**config.mk**
```make
export PLATFORM = sky130hd
export DESIGN_NAME = fetch_unit
export DESIGN_NICKNAME = d
export VERILOG_FILES = /design/src/rtl/fetch_unit.sv
export SDC_FILE = /design/constraint.sdc
export NUM_CORES = 1
export LEC_CHECK = 0
export BUFFER_PORTS_ARGS = -buffer_cell sky130_fd_sc_hd__buf_4
export CAP_MARGIN = 10
export CORE_MARGIN = 10
export CORE_UTILIZATION = 35
export CTS_CLUSTER_DIAMETER = 60
export DETAILED_ROUTE_END_ITERATION = 16
export HOLD_SLACK_MARGIN = 0.08
export PLACE_DENSITY = 0.69
export SYNTH_ARGS = -nofsm -noshare
export SYNTH_HDL_FRONTEND = slang
export SYNTH_SLANG_ARGS = --single-unit
```
**constraint.sdc**
```tcl
create_clock -name Clk -period 1.65 [get_ports Clk]
set_input_delay 0.2475 -clock Clk [delete_from_list [all_inputs] [get_ports Clk]]
set_output_delay 0.2475 -clock Clk [all_outputs]
set_load 0.005 [all_outputs]
```
**src/rtl/fetch_unit.sv**
```systemverilog
// Instruction fetch unit: issues sequential ROM reads, tracks the address of
// the instruction currently returned by the ROM, and handles stall, branch
// redirect and start/stop control. ROM read data has one cycle of latency.
module fetch_unit #(
  parameter logic [7:0] RESET_PC = 8'h00
) (
  input  logic        Clk,
  input  logic        Rst,
  input  logic        Start,
  input  logic        Stop,
  input  logic        Stall,
  input  logic        Branch_en,
  input  logic [7:0]  Branch_addr,
  input  logic [15:0] Rom_data,
  output logic        Rom_en,
  output logic [7:0]  Rom_addr,
  output logic [15:0] Instr,
  output logic [7:0]  Instr_pc,
  output logic        Instr_valid,
  output logic        Busy
);

  typedef enum logic {
    IDLE,
    RUN
  } state_t;

  state_t      state;
  logic [7:0]  pc;      // next address to issue
  logic [7:0]  fpc;     // address whose data is on Rom_data
  logic        fvalid;  // Rom_data holds a live instruction

  // Control state, issue pointer and fetch tracking
  always_ff @(posedge Clk or negedge Rst) begin
    if (!Rst) begin
      state  <= IDLE;
      pc     <= RESET_PC;
      fpc    <= 8'h00;
      fvalid <= 1'b0;
    end else begin
      unique case (state)
        IDLE: begin
          if (Start) begin
            state  <= RUN;
            pc     <= pc + 8'd1;
            fpc    <= pc;
            fvalid <= 1'b1;
          end else begin
            fvalid <= 1'b0;
          end
        end
        RUN: begin
          if (Stop) begin
            state  <= IDLE;
            fvalid <= 1'b0;
          end else if (Branch_en) begin
            // The read issued this cycle (if any) is for the old stream;
            // dropping fvalid discards it and leaves one bubble.
            pc     <= Branch_addr;
            fvalid <= 1'b0;
          end else if (!Stall) begin
            pc     <= pc + 8'd1;
            fpc    <= pc;
            fvalid <= 1'b1;
          end
        end
      endcase
    end
  end

  // ROM request: address straight from the register, enable from control
  always_comb begin
    Rom_addr = pc;
    Rom_en   = 1'b0;
    if (Rst) begin
      if (state == IDLE) Rom_en = Start;
      else               Rom_en = !Stall && !Stop;
    end
  end

  // Instruction presentation to decode
  always_comb begin
    Instr_valid = fvalid;
    Instr_pc    = fpc;
    Instr       = fvalid ? Rom_data : 16'h0000;
    Busy        = (state == RUN);
  end

endmodule

```
==> results.yml <==
run_status:
  outcome: "finished, final reports clean"
placement:
  dpl.hpwl_um: 2541
  routabilityCongestion: 0.7973
  dp.cells: 192
  port_buffers: 64
  place_area_um2: 1501
floorplan:
  rows: 19
  die-area_um2: 5374
  die_y_um: 73.31
  die_x_um: 73.31
  ios: 65
  start_util: 0.3638
  coreArea_um2: 2734
global_route:
  grt_pass1_wl_um: 5009
  grt_use_total: 0.1132
  grt_overflow: 0
  grt_max_degree: 20
  grt_pass1_vias: 1019
  antenna_found_initial: 0
timing:
  report.final.setup_viol: 0
  hold_ws_ns: 0.1547
  rsz0062_at_grt: "false"
  relSlewSlack: 0.6118
  max_freq_mhz: 637.8
  min_period_ns: 1.568
  tightestPinTransition_ns: 0.5809
  tns_ns: 0
  hold_viol_final: 0
  fin_crit_sh: 0.9503
  clock_skew_ns: 0.004458
  drv_slew: 0
drt:
  vias_per_cell: 5.209
  vias: 1021
  drc: 0
  wl_um: 3115
  ant_nets: 0
  wl_per_cell_um: 15.89
  dr.pass1.iters: 4
  drt_iter0_drc: 11
synthesis:
  synth_seq_cells: 18
  syn_nets: 130
  ys_top_cells_by_area: "dfrtp_1, and2_1, mux2_4, a21oi_1, nand2_1"
  syn_avg_cell_area_um2: 10.05
  yosysUniqueCellTypes: 27
  ys.warnings.count: 0
  yosysTopAreaCellShare: 0.4528
  synth_top_cell_by_area: "dfrtp_1"
  syn_inst: 99
  syn_area_um2: 994.7
  yosysSeqAreaShare: 0.4528
power_and_ir_drop:
  powerDensity_nw_per_um2: 1342
  peakVddDrop_mv: 0.9087
  p_leak_nw: 0.7915
cells_and_area:
  finalInstanceArea_um2: 1546
  layout_commonest_cell: "buf_4"
  fin_nets: 198
  areaGrowthSynthToFinish_pct: 55.47
  drive_above_1_share: 0.4788
  antenna_cells: 0
  finalNonFillerCells: 196
  final_cell_mix: "buf_4, dfrtp_1, and2_1"
worst_setup_path:
  arrival_ns: 1.32
  worstSetupEndpoint: "Rom_en"
  rrSetupSlack_ns: 0.20
  cp_max_fo: 4
  cp.required_ns: 1.40
  cp-start-kind: "flip-flop"
  r2r-start: "Busy$_DFF_PN0_"
  end_kind: "primary output"
  rr_worst_depth: 4
  r2r_end: "Rom_addr[5]$_DFFE_PN0P_"
  crit_type: "flip-flop to primary output"
  critPathLaunch: "Busy$_DFF_PN0_"
cts:
  cts-root-buf: "clkbuf_4"
  clock_latency_ns: 0.29
  cts_tree: "built"
  cts_made_buffers: 3
  cts_buffer_depth: 2
  h-tree-depth: 1
  clk_pin_slew_worst_paths_ns: 0.09
  cts_setup_buffers: 0
  cts_sinks: 18
flow_run:
  cap_viol_max_count: 0
hold_path:
  min_path_type: "primary input to flip-flop"
[where the power goes]
part           total [mW]  internal [mW]  switching (mW)
clock network       0.218         0.0851           0.133
registers           0.864          0.635           0.228
logic               0.994          0.618           0.375
[worst min path at each step]
| stage | depth (start not counted) | to | start | slack, ns |
|---|---|---|---|---|
| finish | 2 | Instr_valid$_DFFE_PN0P_ | Branch_en | 0.15 |
| global route | 2 | Instr_valid$_DFFE_PN0P_ | Branch_en | 0.16 |
| floorplan | 0 | Busy$_DFF_PN0_ | Rst | -0.05 |
| global placement | 1 | Rom_addr[3]$_DFFE_PN0P_ | Rst | 0.13 |
| detailed placement | 1 | Rom_addr[3]$_DFFE_PN0P_ | Rst | 0.13 |
| CTS | 2 | Instr_valid$_DFFE_PN0P_ | Branch_en | 0.15 |
[what timing repair did]
action                                  CTS  global route
endpoints found under the hold margin    18             0
hold buffers                              1             0
endpoints found under the setup margin    0             2
gates resized for setup                   0             3
[registers in the layout (all words and copies together) (netlist names)]
register,flops
Instr_pc,8
Rom_addr,8
Busy,1
Instr_valid,1
[worst max-delay path: stages (launching register included)]
cell	delay [ns]
dfrtp_1	0.42
nand2b_4	0.15
buf_4	0.14
o21ai_0	0.07
and2_1	0.14
buf_4	0.11
[final cells by class]
class                           count  area, um^2
Clock buffer                        3       22.52
Multi-Input combinational cell     77       525.5
Sequential cell                    18       450.4
Timing Repair Buffer               67       509.2
Fill cell                         248        1187
Tap cell                           31       38.79
[per-stage QoR]
step | power (mW) | setup slack, ns | utilization
finish | 2.076 | 0.08202 | 0.5657
global placement | 1.846 | 0.1683 | 0.5492
floorplan | 1.318 | 0.3493 | -
detailed placement | 1.879 | 0.1305 | 0.5492
global route | 2.251 | 0.002407 | 0.5657
CTS | 2.101 | 0.06821 | 0.5611
[synth_stat cells]
master	count
dfrtp_1	18
and2_1	17
a21oi_1	11
nand2_1	9
mux2_4	7
nand3_1	4
o21ai_0	4
nand2b_1	3
nor2_1	3
nor2b_1	3
o22ai_1	3
o32ai_1	2
a211oi_1	1
a21boi_0	1
a21o_1	1
a2bb2oi_1	1
and3_1	1
buf_2	1
buf_4	1
buf_6	1
clkbuf_1	1
ha_1	1
mux2i_1	1
nand4_1	1
o21ai_2	1
o31a_1	1
o31ai_1	1
[cells by family after synthesis]
family,synth area share
mux,0.1157
simple gates,0.2226
buf+inv,0.02767
flops,0.4528
fa+ha+maj,0.01258
compound gates,0.1686
[metal layers]
metal,track usage,share of wire,wire length (um)
met5,0,0,0
met3,0.05114,0.13,402
met2,0.1777,0.44,1366
met1,0.1340,0.42,1312
met4,0.03727,0.011,34
No activity file was read; power rests on OpenSTA's default activity.
